`src/rtl/uart_result_framer.sv`:
```
`default_nettype none
// +----------------------------------------------------------------------------+
// | uart_result_framer                                                          |
// | Frames one classifier result (class + score) into a 6-byte, sequence-      |
// | numbered, checksummed packet and feeds it byte-wise to a UART transmitter.  |
// | Optional: define FRAMER_CRC8_EN for a CRC-8 check byte instead of XOR.      |
// | Revision: 1.0 - initial release                                             |
// +----------------------------------------------------------------------------+
module uart_result_framer #(
  parameter logic [7:0]  HEADER_BYTE = 8'hA5,
  parameter int unsigned ACK_TIMEOUT = 15
) (
  input  logic        clk,
  input  logic        rst,
  input  logic        res_valid_i,
  input  logic [7:0]  res_class_i,
  input  logic [15:0] res_score_i,
  output logic        res_ready_o,
  output logic [7:0]  tx_data_o,
  output logic        tx_start_o,
  input  logic        tx_busy_i,
  output logic        frame_busy_o,
  output logic        frame_done_o,
  output logic        frame_err_o
);

  // The ack counter only has to reach ACK_TIMEOUT-2: the abort decision is
  // taken in the cycle whose increment would make it ACK_TIMEOUT-1.
  localparam int unsigned        c_cnt_w    = (ACK_TIMEOUT > 2) ? $clog2(ACK_TIMEOUT - 1) : 1;
  localparam logic [c_cnt_w-1:0] c_cnt_last = c_cnt_w'(ACK_TIMEOUT - 2);
  localparam logic [2:0]         c_last_idx = 3'd5;

  typedef enum logic [1:0] {
    S_IDLE      = 2'd0,
    S_SEND      = 2'd1,
    S_WAIT_ACK  = 2'd2,
    S_WAIT_DONE = 2'd3
  } state_t;

  state_t               state_q, state_d;
  logic [2:0]           idx_q, idx_d;
  logic [c_cnt_w-1:0]   cnt_q, cnt_d;
  logic [7:0]           seq_q, seq_d;
  logic [7:0]           class_q, class_d;
  logic [15:0]          score_q, score_d;
  logic [7:0]           tx_data_q, tx_data_d;
  logic                 done_q, done_d;
  logic                 err_q, err_d;

  logic [2:0]           w_next_idx;
  logic [7:0]           w_next_byte;
  logic [7:0]           w_chk;

`ifdef FRAMER_CRC8_EN
  function automatic logic [7:0] crc8_byte(input logic [7:0] crc_in, input logic [7:0] data);
    logic [7:0] c;
    c = crc_in ^ data;
    for (int i = 0; i < 8; i++) begin
      c = c[7] ? ((c << 1) ^ 8'h07) : (c << 1);
    end
    return c;
  endfunction

  assign w_chk = crc8_byte(crc8_byte(crc8_byte(crc8_byte(8'h00, seq_q), class_q),
                                     score_q[15:8]), score_q[7:0]);
`else
  assign w_chk = seq_q ^ class_q ^ score_q[15:8] ^ score_q[7:0];
`endif

  assign w_next_idx = idx_q + 3'd1;

  always_comb begin
    w_next_byte = HEADER_BYTE;
    case (w_next_idx)
      3'd1:    w_next_byte = seq_q;
      3'd2:    w_next_byte = class_q;
      3'd3:    w_next_byte = score_q[15:8];
      3'd4:    w_next_byte = score_q[7:0];
      3'd5:    w_next_byte = w_chk;
      default: w_next_byte = HEADER_BYTE;
    endcase
  end

  always_comb begin
    state_d   = state_q;
    idx_d     = idx_q;
    cnt_d     = cnt_q;
    seq_d     = seq_q;
    class_d   = class_q;
    score_d   = score_q;
    tx_data_d = tx_data_q;
    done_d    = 1'b0;
    err_d     = 1'b0;
    case (state_q)
      S_IDLE: begin
        if (res_valid_i) begin
          class_d   = res_class_i;
          score_d   = res_score_i;
          idx_d     = 3'd0;
          tx_data_d = HEADER_BYTE;
          state_d   = S_SEND;
        end
      end
      S_SEND: begin
        cnt_d   = '0;
        state_d = S_WAIT_ACK;
      end
      S_WAIT_ACK: begin
        if (tx_busy_i) begin
          state_d = S_WAIT_DONE;
        end else if (cnt_q == c_cnt_last) begin
          err_d   = 1'b1;
          state_d = S_IDLE;
        end else begin
          cnt_d = cnt_q + 1'b1;
        end
      end
      S_WAIT_DONE: begin
        // tx_data is loaded on the way into SEND so it stays put between starts.
        if (!tx_busy_i) begin
          if (idx_q == c_last_idx) begin
            done_d  = 1'b1;
            seq_d   = seq_q + 8'd1;
            state_d = S_IDLE;
          end else begin
            idx_d     = w_next_idx;
            tx_data_d = w_next_byte;
            state_d   = S_SEND;
          end
        end
      end
      default: state_d = S_IDLE;
    endcase
  end

  always_ff @(posedge clk) begin
    if (rst) begin
      state_q   <= S_IDLE;
      idx_q     <= 3'd0;
      cnt_q     <= '0;
      seq_q     <= 8'h00;
      class_q   <= 8'h00;
      score_q   <= 16'h0000;
      tx_data_q <= 8'h00;
      done_q    <= 1'b0;
      err_q     <= 1'b0;
    end else begin
      state_q   <= state_d;
      idx_q     <= idx_d;
      cnt_q     <= cnt_d;
      seq_q     <= seq_d;
      class_q   <= class_d;
      score_q   <= score_d;
      tx_data_q <= tx_data_d;
      done_q    <= done_d;
      err_q     <= err_d;
    end
  end

  assign res_ready_o  = (state_q == S_IDLE);
  assign frame_busy_o = (state_q != S_IDLE);
  assign tx_start_o   = (state_q == S_SEND);
  assign tx_data_o    = tx_data_q;
  assign frame_done_o = done_q;
  assign frame_err_o  = err_q;

endmodule
`default_nettype wire

```
`config.mk`:
```
export PLATFORM = sky130hd
export DESIGN_NAME = uart_result_framer
export DESIGN_NICKNAME = d
export VERILOG_FILES = /design/src/rtl/uart_result_framer.sv
export SDC_FILE = /design/constraint.sdc
export NUM_CORES = 1
export LEC_CHECK = 0
export ABC_CLOCK_PERIOD_IN_PS = 4200
export BUFFER_PORTS_ARGS = -buffer_cell sky130_fd_sc_hd__buf_2
export CAP_MARGIN = 20
export CORE_UTILIZATION = 25
export CTS_CLUSTER_DIAMETER = 150
export DETAILED_ROUTE_END_ITERATION = 8
export PLACE_DENSITY = 0.4
export SLEW_MARGIN = 20
export SYNTH_ARGS = -nofsm -noshare
export SYNTH_HDL_FRONTEND = slang
export SYNTH_SLANG_ARGS = --single-unit
```
`constraint.sdc`:
```
create_clock -name clk -period 4.2 [get_ports clk]
set_clock_uncertainty 0.1 [all_clocks]
set_input_delay 0.21 -clock clk [delete_from_list [all_inputs] [get_ports clk]]
set_output_delay 0.21 -clock clk [all_outputs]
set_load 0.05 [all_outputs]
```
; After elaboration in Yosys (flattened, before gate mapping)
; Cells that the tools add are included.
[word_totals]
output_inout_bits = 13
regBits = 51
input_bits = 28
[op_classes]
eq_ne = 16
n_reduce_logical = 11
mux = 20
addsub = 3
bitwise_logic = 6
[op_table]
columns = op, n
row1 = $pmux W8 S5, 1
row2 = $mux W8, 3
row3 = $xor A8 B8 Y8, 3
row4 = $pmux W8 S2, 1
row5 = $ne A2 B2 Y1 const B, 5
row6 = $eq A3 B3 Y1 const B, 3
row7 = $mux W3, 3
row8 = $reduce_and A3 Y1, 3
row9 = $add A8 B1 Y8 const B, 1
row10 = $mux W2, 4
row11 = $mux W4, 2
row12 = $pmux W2 S4, 1
row13 = $pmux W4 S2, 1
row14 = $eq A3 B2 Y1 const B, 2
row15 = $pmux W3 S2, 1
row16 = $reduce_bool A2 Y1, 3
row17 = $reduce_or A3 Y1, 2
row18 = $add A4 B1 Y4 const B, 1
row19 = $eq A2 B2 Y1 const B, 2
row20 = $eq A4 B4 Y1 const B, 1
row21 = $reduce_and A4 Y1, 1
row22 = $add A3 B1 Y3 const B, 1
row23 = $eq A3 B1 Y1 const B, 1
row24 = $mux W1, 3
row25 = 5 further kinds, 7

; Depth between registers and ports, before layout
; Gate-level depths: netlist (run 1).
[depth]
ltp_word = 7
mapped_depth = 8
depth_no_buf = 6

; Worst setup path before layout (run 1)
; No wires, ideal clock.
[synth_path]
kind = flip-flop to flip-flop
startpoint = register state_q[0]
endpoint = register idx_q[2]
slack_ns = 1.943
setup_time_ns = 0.070
period_less_slack_ns = 2.257
path_stages_with_launch = 8
arrival_ns = 2.087
n_path_buf = 1
t_required_ns = 4.030
path_cell_list = dfxtp_1 > inv_1 > ha_1 > nor2b_1 > or3b_1 > buf_2 > or3b_1 > a21oi_1
[synth_between]
elab_chain_len = 3
word_cells_on_any_way = 8
cone_classes = 4 x eq/ne / 1 x mux / 3 x reduce/logical
[synth_lines]
columns = item, line_no
row1 = from (decl), 40  ; state_t state_q, state_d;
row2 = from (signal assigned), 148  ; state_q <= state_d;
row3 = $logic_not A2 Y1 (*), -
row4 = named net res_ready_o, 18  ; output logic res_ready_o,
row5 = $ne A2 B2 Y1 (no source line) or $reduce_bool A2 Y1 (tied branches), -
row6 = $reduce_and A4 Y1 (no source line), -
row7 = to (signal assigned), 149  ; idx_q <= idx_d;
row8 = to (decl), 41  ; logic [2:0] idx_q, idx_d;
; The timed path passes the listed nets; every way through them passes the cells marked *.
; A chain may end at the register's enable or synchronous reset.

; Worst setup path in the final report (run 1)
[layout_path]
startpoint = register idx_q[1]
endpoint = register idx_q[2]
[layout_between]
elab_chain_len = 4
word_cells_on_any_way = 7
cone_classes = 1 x add/sub / 2 x eq/ne / 3 x mux / 1 x reduce/logical
[layout_lines]
columns = item, line_no
row1 = $add A3 B1 Y3, 70  ; assign w_next_idx = idx_q + 3'd1;
row2 = $mux W3, 121  ; if (idx_q == c_last_idx) begin
row3 = $mux W3, 120  ; if (!tx_busy_i) begin
row4 = $pmux W3 S2, 94  ; case (state_q)
; Several ways; a longest one is shown, not always the timed one. The select of a mux whose other input is x is not followed.

==> results of run 1 <==
-- stage by stage --
stage | instance area (um^2) | total power [mW] | hold WS (ns)
final | 3020 | 1.49 | 0.0151
after global routing | 3020 | 1.59 | 0.0109
after CTS | 3020 | 1.51 | 0.000676
after detailed placement | 2930 | 1.20 | 0.356
after global placement | 2930 | 1.19 | 0.352
after floorplan | 2640 | 1.05 | 0.246
-- registers in the layout (all words and copies together) (netlist names) --
| register | flops |
|---|---|
| idx_q | 3 |
| frame_err_o | 1 |
| seq_q | 8 |
| score_q | 16 |
| state_q | 2 |
| class_q | 8 |
| frame_done_o | 1 |
| tx_data_o | 8 |
| cnt_q | 4 |
-- power breakdown --
| group | internal (mW) | switching, mW | total [mW] |
|---|---|---|---|
| clock network | 0.124 | 0.188 | 0.312 |
| logic | 0.175 | 0.382 | 0.556 |
| registers | 0.553 | 0.0652 | 0.619 |
-- final cells by class --
type	count	area, um^2
Clock buffer	5	68.8
Clock inverter	3	27.5
Fill cell	1143	7250
Inverter	8	30.0
Multi-Input combinational cell	234	1490
Sequential cell	51	1020
Tap cell	136	170
Timing Repair Buffer	42	215
-- cells in the mapped netlist (7+ instances only) --
cell	instances
sky130_fd_sc_hd__nand2_1	60
sky130_fd_sc_hd__ha_1	12
sky130_fd_sc_hd__dfxtp_1	51
sky130_fd_sc_hd__xor2_1	9
sky130_fd_sc_hd__a222oi_1	8
sky130_fd_sc_hd__nor3_1	7
sky130_fd_sc_hd__a21oi_1	34
sky130_fd_sc_hd__xnor2_1	20
sky130_fd_sc_hd__clkbuf_1	18
sky130_fd_sc_hd__nor3b_1	8
sky130_fd_sc_hd__inv_1	8
sky130_fd_sc_hd__nor2_1	14
-- worst max-delay path, delay by kind of cell (launching register included) --
| kind | cells | cell delay [ns] |
|---|---|---|
| adder cells (fa/ha/maj) | 1 | 0.36 |
| AO/OA/AOI/OAI | 2 | 0.39 |
| flip-flops | 1 | 0.42 |
| buffers and inverters | 1 | 0.08 |
| AND/OR/NAND/NOR | 2 | 0.89 |
-- worst min path at each step --
stage / slack [ns] / start / end
floorplan: 0.25 / res_score_i[1] / score_q[1]
global placement: 0.35 / res_score_i[15] / score_q[15]
detailed placement: 0.36 / res_score_i[15] / score_q[15]
CTS: 0.0007 / res_score_i[15] / score_q[15]
global route: 0.01 / res_score_i[12] / score_q[12]
finish: 0.02 / res_score_i[15] / score_q[15]
-- placed cells by master, fill, tap and decap left out, types with 7 or more instances in the layout --
master                     instances
sky130_fd_sc_hd__nor3_1            7
sky130_fd_sc_hd__dfxtp_1          51
sky130_fd_sc_hd__ha_1             12
sky130_fd_sc_hd__buf_2            40
sky130_fd_sc_hd__nand2_1          60
sky130_fd_sc_hd__nor2_1           14
sky130_fd_sc_hd__xor2_1            9
sky130_fd_sc_hd__a222oi_1          8
sky130_fd_sc_hd__nor3b_1           8
sky130_fd_sc_hd__a21oi_1          34
sky130_fd_sc_hd__xnor2_1          20
sky130_fd_sc_hd__inv_1             8
-- metal layers --
metal,vias up,global-route usage
met1,1037,0.187
met3,5,0.0206
met5,-,0
met2,55,0.193
met4,0,0.0362
li1,1159,-
-- logic make-up after synthesis --
logic type	Yosys count	share of synthesized area
AND/OR/NAND/NOR	111	0.195
AO/OA/AOI/OAI	80	0.207
flip-flops	51	0.386
buffers and inverters	33	0.0502
XOR/XNOR	29	0.0961
adder cells (fa/ha/maj)	12	0.0568
multiplexers	2	0.00852
==> flow_summary.html, run 1 <==
<table>
<tr><th>Metric</th><th>Value</th></tr>
<tr><th colspan="2">Status</th></tr>
<tr><td>Outcome</td><td>finished, violations left</td></tr>
<tr><td>Violations in the final reports</td><td>design-rule violations</td></tr>
<tr><th colspan="2">Drt</th></tr>
<tr><td>Number of antenna-violating nets in the routed design</td><td>0</td></tr>
<tr><td>Detailed-routed wire length on met2</td><td>between 2000 and 3000 um</td></tr>
<tr><td>Post-detailed-route wirelength per cell</td><td>about 14 um</td></tr>
<tr><td>Iteration-0 DRC Markers</td><td>around 150</td></tr>
<tr><td>Vias per Instance</td><td>4.71</td></tr>
<tr><td>Number of remaining DRC errors</td><td>2</td></tr>
<tr><td>Met3 wire length</td><td>301 um</td></tr>
<tr><td>Routed wire length</td><td>6770 um</td></tr>
<tr><td>Routed met1 length</td><td>between 3000 and 4000 um</td></tr>
<tr><td>DR pass1 iterations</td><td>7</td></tr>
<tr><td>Count of vias placed by the detailed router</td><td>2,256</td></tr>
<tr><td>Top routing layer used</td><td>met4</td></tr>
<tr><th colspan="2">Placement</th></tr>
<tr><td>Placement-stage worst setup slack</td><td>1.90 ns</td></tr>
<tr><td>Detailed placer's ending HPWL</td><td>around 4800 um</td></tr>
<tr><td>Placer's final routability congestion estimate</td><td>0.702</td></tr>
<tr><td>I/O Buffers</td><td>40</td></tr>
<tr><td>Number of instances in the placed design</td><td>471</td></tr>
<tr><th colspan="2">Worst hold path</th></tr>
<tr><td>Type of the tightest min-delay check</td><td>in2reg</td></tr>
<tr><td>Hold Path Stages</td><td>3</td></tr>
<tr><th colspan="2">Cells and area</th></tr>
<tr><td>Area growth from synthesis to layout</td><td>14.3%</td></tr>
<tr><td>Layout cells sized above 1</td><td>0.160</td></tr>
<tr><td>Final standard cell count with taps included and fillers excluded</td><td>479</td></tr>
<tr><td>Number of nets in the layout</td><td>382</td></tr>
<tr><td>Utilization after layout</td><td>0.294</td></tr>
<tr><td>Count of antenna diodes in the layout</td><td>0</td></tr>
<tr><th colspan="2">Synthesis</th></tr>
<tr><td>Number of flops mapped to enable cells by yosys</td><td>0</td></tr>
<tr><td>Area share of the largest cell type after synthesis</td><td>0.386</td></tr>
<tr><td>Synth Register Bits</td><td>between 50 and 60</td></tr>
<tr><td>Leading post-synthesis cells by cell area</td><td>sky130_fd_sc_hd__dfxtp_1 (39%), sky130_fd_sc_hd__nand2_1 (8.5%), sky130_fd_sc_hd__xnor2_1 (6.6%), sky130_fd_sc_hd__a21oi_1 (6.4%), sky130_fd_sc_hd__ha_1 (5.7%)</td></tr>
<tr><td>Syn nets</td><td>358</td></tr>
<tr><td>Sequential element share of the synthesized area</td><td>0.386</td></tr>
<tr><td>Share of flip-flops with an asynchronous set or reset after synthesis</td><td>0</td></tr>
<tr><td>Distinct cell type count of the synthesized netlist</td><td>41</td></tr>
<tr><td>Mean post-synth cell area</td><td>8.31 um^2</td></tr>
<tr><td>Main synth FF type</td><td>sky130_fd_sc_hd__dfxtp_1</td></tr>
<tr><td>Cell area after technology mapping</td><td>about 2600 um^2</td></tr>
<tr><td>Synth warn</td><td>0</td></tr>
<tr><td>Synthesized instance count</td><td>318</td></tr>
<tr><td>Largest area contributor in the synthesized netlist</td><td>sky130_fd_sc_hd__dfxtp_1</td></tr>
<tr><th colspan="2">Clock network</th></tr>
<tr><td>Clock slew seen by the registers of the worst setup and hold paths</td><td>about 0.11 ns</td></tr>
<tr><td>Clock latency of the later-clocked register in the worst-skew pair</td><td>0.32 ns</td></tr>
<tr><td>Number of cells upsized or downsized after cts</td><td>0</td></tr>
<tr><td>TritonCTS Buffers</td><td>5</td></tr>
<tr><td>CTS Root Cell</td><td>sky130_fd_sc_hd__clkbuf_8</td></tr>
<tr><td>Clock tree from TritonCTS</td><td>done</td></tr>
<tr><td>Maximum clock insertion buffer count</td><td>2</td></tr>
<tr><td>Sink count of the clock tree</td><td>slightly above 50</td></tr>
<tr><td>Hold Buf Count CTS</td><td>0</td></tr>
<tr><td>Number of setup buffers added after CTS</td><td>0</td></tr>
<tr><td>H-tree depth</td><td>2</td></tr>
<tr><th colspan="2">GRT</th></tr>
<tr><td>Vias in the first global route</td><td>2,150</td></tr>
<tr><td>First-pass GRT wire length</td><td>approximately 11,000 um</td></tr>
<tr><td>GRT Util Overall</td><td>0.128</td></tr>
<tr><td>Overflow after GRT</td><td>0</td></tr>
<tr><td>Initial antenna violation count</td><td>0</td></tr>
<tr><td>Largest net degree at the start of global routing</td><td>55</td></tr>
<tr><th colspan="2">Power</th></tr>
<tr><td>Highest ir drop seen on vdd</td><td>about 0.18 mV</td></tr>
<tr><td>LEAKAGE</td><td>1.19 nW</td></tr>
<tr><td>Power density over the cells</td><td>492 nW/um^2</td></tr>
<tr><th colspan="2">Critical path</th></tr>
<tr><td>Kind of launch point of the worst setup path</td><td>flop</td></tr>
<tr><td>Critical R2R Capture</td><td>idx_q[2]</td></tr>
<tr><td>CP Launch Point</td><td>idx_q[1]</td></tr>
<tr><td>Critical path endpoint</td><td>idx_q[2]</td></tr>
<tr><td>Worst-case register-to-register setup slack</td><td>1.89 ns</td></tr>
<tr><td>Crit path DAT</td><td>2.45 ns</td></tr>
<tr><td>Critical path, cell by cell</td><td>inv_1 -&gt; ha_1 -&gt; a21o_1 -&gt; or3b_1 -&gt; or3b_1 -&gt; a21oi_1</td></tr>
<tr><td>Critical Path End Type</td><td>flop</td></tr>
<tr><td>Max stage delay cell, worst path</td><td>sky130_fd_sc_hd__or3b_1</td></tr>
<tr><td>Top fanout value on the critical path</td><td>13</td></tr>
<tr><td>Register-to-Register Path Depth</td><td>6</td></tr>
<tr><td>Startpoint of the worst-slack reg-to-reg timing path</td><td>idx_q[1]</td></tr>
<tr><td>Worst stage delay on the critical path</td><td>0.48 ns</td></tr>
<tr><td>WS Path Type</td><td>reg2reg</td></tr>
<tr><td>Most used cell, CP</td><td>sky130_fd_sc_hd__or3b_1</td></tr>
<tr><td>Required @ worst endpoint</td><td>4.33 ns</td></tr>
<tr><th colspan="2">Timing</th></tr>
<tr><td>Slew at the pin closest to its max-slew limit</td><td>1.04 ns</td></tr>
<tr><td>Final Cycle Share</td><td>0.551</td></tr>
<tr><td>Max-slew headroom</td><td>0.307</td></tr>
<tr><td>Setup violation total in the final timing report</td><td>0</td></tr>
<tr><td>Number of failing hold endpoints at the final stage</td><td>0</td></tr>
<tr><td>Sum Neg Setup Slack</td><td>0 ns</td></tr>
<tr><td>Crit path time final</td><td>2.31 ns</td></tr>
<tr><td>Achievable frequency</td><td>0.432 GHz</td></tr>
<tr><td>Number of max-slew violations in the final report</td><td>0</td></tr>
<tr><td>Setup ws final</td><td>between 1.5 and 2 ns</td></tr>
<tr><td>RSZ-0062 raised after global routing</td><td>no</td></tr>
<tr><th colspan="2">Job</th></tr>
<tr><td>Number of max-cap violations</td><td>0</td></tr>
<tr><th colspan="2">Die</th></tr>
<tr><td>Floorplan Core Area</td><td>10,300 um^2</td></tr>
<tr><td>Starting density of the core</td><td>0.257</td></tr>
<tr><td>Height of the chip</td><td>roughly 100 um</td></tr>
<tr><td>Overall die width</td><td>105 um</td></tr>
<tr><td>Die area</td><td>11,000 um^2</td></tr>
<tr><td>Std cell rows</td><td>37</td></tr>
<tr><td>Boundary pin count</td><td>41</td></tr>
</table>
Power figures use the tool's default switching activity.
==> inputs of run 2 (changes only) <==
--- a/config.mk
+++ b/config.mk
@@ -5,13 +5,13 @@
 export SDC_FILE = /design/constraint.sdc
 export NUM_CORES = 1
 export LEC_CHECK = 0
-export ABC_CLOCK_PERIOD_IN_PS = 4200
+export ABC_CLOCK_PERIOD_IN_PS = 1910
 export BUFFER_PORTS_ARGS = -buffer_cell sky130_fd_sc_hd__buf_2
 export CAP_MARGIN = 20
 export CORE_UTILIZATION = 25
 export CTS_CLUSTER_DIAMETER = 150
 export DETAILED_ROUTE_END_ITERATION = 8
-export PLACE_DENSITY = 0.4
+export PLACE_DENSITY = 0.41
 export SLEW_MARGIN = 20
 export SYNTH_ARGS = -nofsm -noshare
 export SYNTH_HDL_FRONTEND = slang
==> constraint.sdc (replaced) <==
create_clock -name clk -period 1.91 [get_ports clk]
set_clock_uncertainty 0.1 [all_clocks]
set_input_delay 0.0955 -clock clk [delete_from_list [all_inputs] [get_ports clk]]
set_output_delay 0.0955 -clock clk [all_outputs]
set_load 0.05 [all_outputs]
==> flow_summary.html, run 2 (synthesis results as in run 1) <==
<table>
<tr><th>Metric</th><th>Value</th></tr>
<tr><th colspan="2">Status</th></tr>
<tr><td>Outcome</td><td>completed</td></tr>
<tr><th colspan="2">Timing</th></tr>
<tr><td>Max-slew headroom</td><td>0.648</td></tr>
<tr><td>Crit path time final</td><td>1.84 ns</td></tr>
<tr><td>Worst hold slack</td><td>0.136 ns</td></tr>
<tr><td>Slew at the pin closest to its max-slew limit</td><td>0.528 ns</td></tr>
<tr><td>Sum Neg Setup Slack</td><td>0 ns</td></tr>
<tr><td>Setup violation total in the final timing report</td><td>0</td></tr>
<tr><td>Number of max-slew violations in the final report</td><td>0</td></tr>
<tr><td>Number of failing hold endpoints at the final stage</td><td>0</td></tr>
<tr><td>Final Cycle Share</td><td>0.962</td></tr>
<tr><td>Achievable frequency</td><td>around 0.54 GHz</td></tr>
<tr><th colspan="2">Cells and area</th></tr>
<tr><td>Number of nets in the layout</td><td>about 430</td></tr>
<tr><td>Commonest non-fill, non-tap cells in the layout</td><td>sky130_fd_sc_hd__nand2_1 (60), sky130_fd_sc_hd__dfxtp_1 (47), sky130_fd_sc_hd__buf_2 (40), sky130_fd_sc_hd__a21oi_1 (33), sky130_fd_sc_hd__dlygate4sd3_1 (25)</td></tr>
<tr><td>Layout cells sized above 1</td><td>0.246</td></tr>
<tr><td>Most flop-heavy register</td><td>score_q</td></tr>
<tr><td>Most common cell after layout, fill and taps aside</td><td>sky130_fd_sc_hd__nand2_1</td></tr>
<tr><td>Largest register FFs</td><td>16</td></tr>
<tr><td>Final standard cell count with taps included and fillers excluded</td><td>approximately 530</td></tr>
<tr><td>Area growth from synthesis to layout</td><td>33.1%</td></tr>
<tr><td>Count of antenna diodes in the layout</td><td>0</td></tr>
<tr><th colspan="2">Drt</th></tr>
<tr><td>Number of antenna-violating nets in the routed design</td><td>0</td></tr>
<tr><td>DR pass1 iterations</td><td>4</td></tr>
<tr><td>Iteration-0 DRC Markers</td><td>118</td></tr>
<tr><td>Number of remaining DRC errors</td><td>0</td></tr>
<tr><td>Post-detailed-route wirelength per cell</td><td>13.7 um</td></tr>
<tr><td>Count of vias placed by the detailed router</td><td>2,441</td></tr>
<tr><td>Routed wire length</td><td>7210 um</td></tr>
<tr><td>Vias per Instance</td><td>4.64</td></tr>
<tr><th colspan="2">Clock network</th></tr>
<tr><td>Clock latency of the later-clocked register in the worst-skew pair</td><td>0.32 ns</td></tr>
<tr><td>Clock tree from TritonCTS</td><td>done</td></tr>
<tr><td>H-tree depth</td><td>2</td></tr>
<tr><td>CTS Root Cell</td><td>sky130_fd_sc_hd__clkbuf_8</td></tr>
<tr><td>TritonCTS Buffers</td><td>5</td></tr>
<tr><td>Sink count of the clock tree</td><td>51</td></tr>
<tr><td>Clock slew seen by the registers of the worst setup and hold paths</td><td>0.11 ns</td></tr>
<tr><td>Maximum clock insertion buffer count</td><td>2</td></tr>
<tr><th colspan="2">Worst hold path</th></tr>
<tr><td>Endpoint of the worst hold path</td><td>seq_q[6]</td></tr>
<tr><td>Type of the tightest min-delay check</td><td>in2reg</td></tr>
<tr><td>Origin of the worst min-delay path</td><td>rst</td></tr>
<tr><td>Hold Path Stages</td><td>2</td></tr>
<tr><th colspan="2">Power</th></tr>
<tr><td>Power density over the cells</td><td>993 nW/um^2</td></tr>
<tr><td>LEAKAGE</td><td>1.42 nW</td></tr>
<tr><td>Final Total Pwr</td><td>3.49 mW</td></tr>
<tr><td>Highest ir drop seen on vdd</td><td>0.299 mV</td></tr>
<tr><th colspan="2">Die</th></tr>
<tr><td>Floorplan Core Area</td><td>10,300 um^2</td></tr>
<tr><td>Starting density of the core</td><td>0.257</td></tr>
<tr><td>Std cell rows</td><td>37</td></tr>
<tr><td>Die area</td><td>11,000 um^2</td></tr>
<tr><td>Boundary pin count</td><td>41</td></tr>
<tr><td>Overall die width</td><td>105 um</td></tr>
<tr><td>Height of the chip</td><td>105 um</td></tr>
<tr><th colspan="2">Critical path</th></tr>
<tr><td>Top fanout value on the critical path</td><td>4</td></tr>
<tr><td>Kind of launch point of the worst setup path</td><td>flop</td></tr>
<tr><td>WS Path Type</td><td>reg2reg</td></tr>
<tr><td>Critical R2R Capture</td><td>idx_q[2]</td></tr>
<tr><td>Crit path DAT</td><td>1.99 ns</td></tr>
<tr><td>Required @ worst endpoint</td><td>2.06 ns</td></tr>
<tr><td>Critical Path End Type</td><td>flop</td></tr>
<tr><td>Worst-case register-to-register setup slack</td><td>0.07 ns</td></tr>
<tr><td>Startpoint of the worst-slack reg-to-reg timing path</td><td>idx_q[1]</td></tr>
<tr><td>Register-to-Register Path Depth</td><td>6</td></tr>
<tr><th colspan="2">GRT</th></tr>
<tr><td>Fraction of met3 tracks used by global routing</td><td>0.0206</td></tr>
<tr><td>Largest net degree at the start of global routing</td><td>28</td></tr>
<tr><td>M2 GR Usage</td><td>0.198</td></tr>
<tr><td>Vias in the first global route</td><td>between 2k and 2.5k</td></tr>
<tr><td>Overflow after GRT</td><td>0</td></tr>
<tr><td>GRT Util Overall</td><td>0.134</td></tr>
<tr><td>Met1 layer usage reported by global route</td><td>0.200</td></tr>
<tr><td>Top Usage Layer GRT</td><td>met1</td></tr>
<tr><td>First-pass GRT wire length</td><td>11,700 um</td></tr>
<tr><td>Initial antenna violation count</td><td>0</td></tr>
<tr><th colspan="2">Placement</th></tr>
<tr><td>Placer's final routability congestion estimate</td><td>0.772</td></tr>
<tr><td>I/O Buffers</td><td>40</td></tr>
<tr><td>Number of instances in the placed design</td><td>between 400 and 500</td></tr>
<tr><td>Detailed placer's ending HPWL</td><td>5120 um</td></tr>
<tr><th colspan="2">Job</th></tr>
<tr><td>Number of max-cap violations</td><td>0</td></tr>
</table>
## run 2: per-stage QoR
stage,utilization,setup WS (ns),instance area [um^2]
3_3_place_gp,0.301,-0.0219,3100
5_1_grt,0.342,-0.00280,3520
3_5_place_dp,0.301,-0.0304,3100
6_report,0.342,0.0721,3520
2_1_floorplan,-,0.00471,2680
4_1_cts,0.336,0.00113,3450
## run 2: final cells by class
cell class,instances,area [um^2]
Clock buffer,5,68.8
Timing Repair Buffer,89,634
Tap cell,136,170
Clock inverter,3,27.5
Inverter,8,30.0
Sequential cell,51,1030
Fill cell,1097,6760
Multi-Input combinational cell,234,1560
## run 2: worst max path at each step
stage,from,end,cells after the start
2_1_floorplan,idx_q[1],idx_q[2],7
3_3_place_gp,idx_q[0],tx_data_o[1],6
3_5_place_dp,idx_q[0],tx_data_o[1],6
4_1_cts,idx_q[1],idx_q[2],6
5_1_grt,idx_q[1],tx_data_o[7],7
6_report,idx_q[1],idx_q[2],6
## run 2: worst max-delay path, stage by stage, from the launching register on
cell and delay [ns]:
sky130_fd_sc_hd__dfxtp_4 0.37, sky130_fd_sc_hd__inv_1 0.06, sky130_fd_sc_hd__ha_2 0.17, sky130_fd_sc_hd__a21o_1 0.18, sky130_fd_sc_hd__or3b_4 0.42, sky130_fd_sc_hd__or3b_1 0.37
sky130_fd_sc_hd__a21oi_2 0.11
## run 2: metal layers
layer  share of wire  vias to the layer above  wire [um]
met3           0.043                        7        307
met5               0                        -          0
met4           0.012                        0         83
li1                -                     1258          -
met1            0.52                     1123       3780
met2            0.42                       53       3040
## run 2: report_power, final
part | internal (mW) | total [mW] | switching (mW)
Clock | 0.270 | 0.678 | 0.408
Sequential | 1.22 | 1.37 | 0.155
Combinational | 0.540 | 1.44 | 0.900
Total | 2.03 | 3.49 | 1.46
## run 2: repair_timing
action | in CTS | in global routing
resized for setup | 3 | 11
hold endpoints to repair | 25 | 0
pin swaps | 1 | 3
endpoints found under the setup margin | 3 | 13
hold buffers | 25 | 0
setup buffers | 0 | 3
==> inputs of run 3 (changes only) <==
--- a/config.mk
+++ b/config.mk
@@ -11,6 +11,7 @@
 export CORE_UTILIZATION = 25
 export CTS_CLUSTER_DIAMETER = 150
 export DETAILED_ROUTE_END_ITERATION = 8
+export GPL_TIMING_DRIVEN = 0
 export PLACE_DENSITY = 0.41
 export SLEW_MARGIN = 20
 export SYNTH_ARGS = -nofsm -noshare
==> flow_summary.html, run 3 (synthesis results as in run 1) <==
<table>
<tr><th>Metric</th><th>Value</th></tr>
<tr><th colspan="2">Status</th></tr>
<tr><td>Outcome</td><td>finished, violations left</td></tr>
<tr><td>Violations in the final reports</td><td>negative setup slack</td></tr>
<tr><th colspan="2">Clock network</th></tr>
<tr><td>H-tree depth</td><td>2</td></tr>
<tr><td>CTS Root Cell</td><td>sky130_fd_sc_hd__clkbuf_8</td></tr>
<tr><td>Clock slew seen by the registers of the worst setup and hold paths</td><td>about 0.09 ns</td></tr>
<tr><td>Clock latency of the later-clocked register in the worst-skew pair</td><td>0.31 ns</td></tr>
<tr><td>Clock tree from TritonCTS</td><td>done</td></tr>
<tr><td>Maximum clock insertion buffer count</td><td>2</td></tr>
<tr><td>Sink count of the clock tree</td><td>between 50 and 60</td></tr>
<tr><td>TritonCTS Buffers</td><td>5</td></tr>
<tr><th colspan="2">Drt</th></tr>
<tr><td>Iteration-0 DRC Markers</td><td>141</td></tr>
<tr><td>DR pass1 iterations</td><td>5</td></tr>
<tr><td>Routed wire length</td><td>7440 um</td></tr>
<tr><td>Count of vias placed by the detailed router</td><td>2,458</td></tr>
<tr><td>Number of antenna-violating nets in the routed design</td><td>0</td></tr>
<tr><td>Vias per Instance</td><td>4.65</td></tr>
<tr><td>Number of remaining DRC errors</td><td>0</td></tr>
<tr><td>Post-detailed-route wirelength per cell</td><td>roughly 14 um</td></tr>
<tr><th colspan="2">Cells and area</th></tr>
<tr><td>Utilization after layout</td><td>0.343</td></tr>
<tr><td>Commonest non-fill, non-tap cells in the layout</td><td>sky130_fd_sc_hd__nand2_1 (60), sky130_fd_sc_hd__dfxtp_1 (47), sky130_fd_sc_hd__buf_2 (40), sky130_fd_sc_hd__a21oi_1 (34), sky130_fd_sc_hd__dlygate4sd3_1 (25)</td></tr>
<tr><td>Layout cells sized above 1</td><td>0.226</td></tr>
<tr><td>Largest register FFs</td><td>16</td></tr>
<tr><td>Fill cells</td><td>1,115</td></tr>
<tr><td>Number of nets in the layout</td><td>~430</td></tr>
<tr><td>Cell area after layout</td><td>3530 um^2</td></tr>
<tr><td>Most flop-heavy register</td><td>score_q</td></tr>
<tr><td>Area growth from synthesis to layout</td><td>33.5%</td></tr>
<tr><td>Most common cell after layout, fill and taps aside</td><td>sky130_fd_sc_hd__nand2_1</td></tr>
<tr><td>Count of antenna diodes in the layout</td><td>0</td></tr>
<tr><th colspan="2">GRT</th></tr>
<tr><td>First-pass GRT wire length</td><td>11,900 um</td></tr>
<tr><td>Overflow after GRT</td><td>0</td></tr>
<tr><td>GRT Util Overall</td><td>0.137</td></tr>
<tr><td>Vias in the first global route</td><td>approximately 2.3k</td></tr>
<tr><td>Initial antenna violation count</td><td>0</td></tr>
<tr><td>Largest net degree at the start of global routing</td><td>17</td></tr>
<tr><th colspan="2">Die</th></tr>
<tr><td>Starting density of the core</td><td>0.257</td></tr>
<tr><td>Die area</td><td>11,000 um^2</td></tr>
<tr><td>Floorplan Core Area</td><td>around 10,000 um^2</td></tr>
<tr><td>Std cell rows</td><td>37</td></tr>
<tr><td>Overall die width</td><td>roughly 100 um</td></tr>
<tr><td>Boundary pin count</td><td>41</td></tr>
<tr><td>Height of the chip</td><td>about 100 um</td></tr>
<tr><th colspan="2">Timing</th></tr>
<tr><td>Number of failing hold endpoints at the final stage</td><td>0</td></tr>
<tr><td>Max-slew headroom</td><td>0.597</td></tr>
<tr><td>Sum Neg Setup Slack</td><td>-0.00542 ns</td></tr>
<tr><td>Achievable frequency</td><td>0.522 GHz</td></tr>
<tr><td>Setup ws final</td><td>-0.00542 ns</td></tr>
<tr><td>RSZ-0062 raised after global routing</td><td>yes</td></tr>
<tr><td>Slew at the pin closest to its max-slew limit</td><td>0.604 ns</td></tr>
<tr><td>Setup violation total in the final timing report</td><td>1</td></tr>
<tr><td>Worst hold slack</td><td>around 0.21 ns</td></tr>
<tr><td>Crit path time final</td><td>around 1.9 ns</td></tr>
<tr><td>Number of max-slew violations in the final report</td><td>0</td></tr>
<tr><td>Final Cycle Share</td><td>1.00</td></tr>
<tr><th colspan="2">Power</th></tr>
<tr><td>Power density over the cells</td><td>994 nW/um^2</td></tr>
<tr><td>Highest ir drop seen on vdd</td><td>0.413 mV</td></tr>
<tr><td>Final Total Pwr</td><td>3.51 mW</td></tr>
<tr><td>LEAKAGE</td><td>1.39 nW</td></tr>
<tr><th colspan="2">Critical path</th></tr>
<tr><td>Critical R2R Capture</td><td>idx_q[2]</td></tr>
<tr><td>CP Launch Point</td><td>idx_q[1]</td></tr>
<tr><td>Startpoint of the worst-slack reg-to-reg timing path</td><td>idx_q[1]</td></tr>
<tr><td>Register-to-Register Path Depth</td><td>7</td></tr>
<tr><td>Critical path, cell by cell</td><td>inv_4 -&gt; ha_4 -&gt; a21o_1 -&gt; or3b_1 -&gt; buf_6 -&gt; or3b_1 -&gt; a21oi_1</td></tr>
<tr><td>WP buf/inv</td><td>2</td></tr>
<tr><td>Cell family contributing the most delay on the critical path</td><td>simple AND/OR/NAND/NOR gates</td></tr>
<tr><td>Critical Path End Type</td><td>flop</td></tr>
<tr><td>Crit path DAT</td><td>~2.0 ns</td></tr>
<tr><td>Logic depth of the worst path, buffers included</td><td>7</td></tr>
<tr><td>Worst stage delay on the critical path</td><td>0.38 ns</td></tr>
<tr><td>Critical path endpoint</td><td>idx_q[2]</td></tr>
<tr><td>Max stage delay cell, worst path</td><td>sky130_fd_sc_hd__dfxtp_4</td></tr>
<tr><td>Top fanout value on the critical path</td><td>5</td></tr>
<tr><td>Required @ worst endpoint</td><td>roughly 2 ns</td></tr>
<tr><td>Worst-case register-to-register setup slack</td><td>-0.005 ns</td></tr>
<tr><td>WS Path Type</td><td>reg2reg</td></tr>
<tr><td>Most used cell, CP</td><td>sky130_fd_sc_hd__or3b_1</td></tr>
<tr><td>Kind of launch point of the worst setup path</td><td>flop</td></tr>
<tr><th colspan="2">Placement</th></tr>
<tr><td>Placer's final routability congestion estimate</td><td>0.741</td></tr>
<tr><td>Detailed placer's ending HPWL</td><td>5390 um</td></tr>
<tr><td>Placement Cell Area</td><td>3040 um^2</td></tr>
<tr><td>I/O Buffers</td><td>38</td></tr>
<tr><th colspan="2">Worst hold path</th></tr>
<tr><td>Type of the tightest min-delay check</td><td>in2reg</td></tr>
<tr><th colspan="2">Job</th></tr>
<tr><td>Number of max-cap violations</td><td>0</td></tr>
</table>
-- run 3: changes by cell type in the layout (fill, tap and decap cells not counted), moves of 2 or more --
cell / change
sky130_fd_sc_hd__buf_4: -14
sky130_fd_sc_hd__clkbuf_1: +11
sky130_fd_sc_hd__clkbuf_2: +4
sky130_fd_sc_hd__dfxtp_2: -3
sky130_fd_sc_hd__dfxtp_4: +3
sky130_fd_sc_hd__ha_2: -2
sky130_fd_sc_hd__ha_4: +2
sky130_fd_sc_hd__nor3_1: -2
sky130_fd_sc_hd__nor3_2: +2
-- run 3: per-layer routing --
layer / GRT usage / wire, um / part of all wire / vias to the layer above
met5: 0 / 0 / 0 / -
met2: 0.219 / 3370 / 0.45 / 50
met3: 0.0231 / 306 / 0.041 / 2
met1: 0.193 / 3720 / 0.50 / 1145
li1: - / - / - / 1261
met4: 0.0302 / 40 / 0.0054 / 0
-- run 3: how the worst min path moves through the flow --
stage / from / slack, ns / depth (start not counted) / to
after CTS: res_valid_i / 0.21 / 5 / state_q[0]
after floorplan: res_score_i[1] / 0.13 / 2 / score_q[1]
final: res_valid_i / 0.21 / 5 / state_q[0]
after detailed placement: tx_busy_i / 0.22 / 2 / frame_err_o
after global placement: tx_busy_i / 0.22 / 2 / frame_err_o
after global routing: res_valid_i / 0.25 / 5 / state_q[0]
-- run 3: report_power, final --
part           switching, mW  internal (mW)
clock                  0.382          0.298
sequential             0.149           1.23
combinational          0.892          0.562
total                   1.42           2.09
-- run 3: timing repair --
action / CTS / global route
endpoints found under the setup margin: 14 / 34
setup buffers: 7 / 1
gates resized for setup: 14 / 20
pin swaps: 6 / 3
hold buffers: 25 / 0
hold endpoints to repair: 26 / 0
-- run 3: final cells by class --
type | count | area [um^2] | area share
Multi-Input combinational cell | 234 | 1590 | 0.450
Inverter | 8 | 32.5 | 0.00922
Sequential cell | 51 | 1040 | 0.294
Clock buffer | 6 | 82.6 | 0.0234
Tap cell | 136 | 170 | 0.0482
Buffer | 21 | 105 | 0.0298
Timing Repair Buffer | 71 | 500 | 0.142
Clock inverter | 2 | 13.8 | 0.00390
-- run 3: stage by stage --
| stage | setup slack (ns) | std cells |
|---|---|---|
| 6_report | -0.00542 | 529 |
| 5_1_grt | -0.0691 | 529 |
| 4_1_cts | 0.00769 | 528 |
| 3_5_place_dp | -0.360 | 492 |
| 3_3_place_gp | -0.376 | 492 |
| 2_1_floorplan | 0.00471 | 318 |
-- run 3: tightest hold or removal path: cells and delay by family --
kind / cells / cell delay (ns)
AO/OA/AOI/OAI: 2 / 0.12
buffers and inverters: 1 / 0.13
AND/OR/NAND/NOR: 2 / 0.23
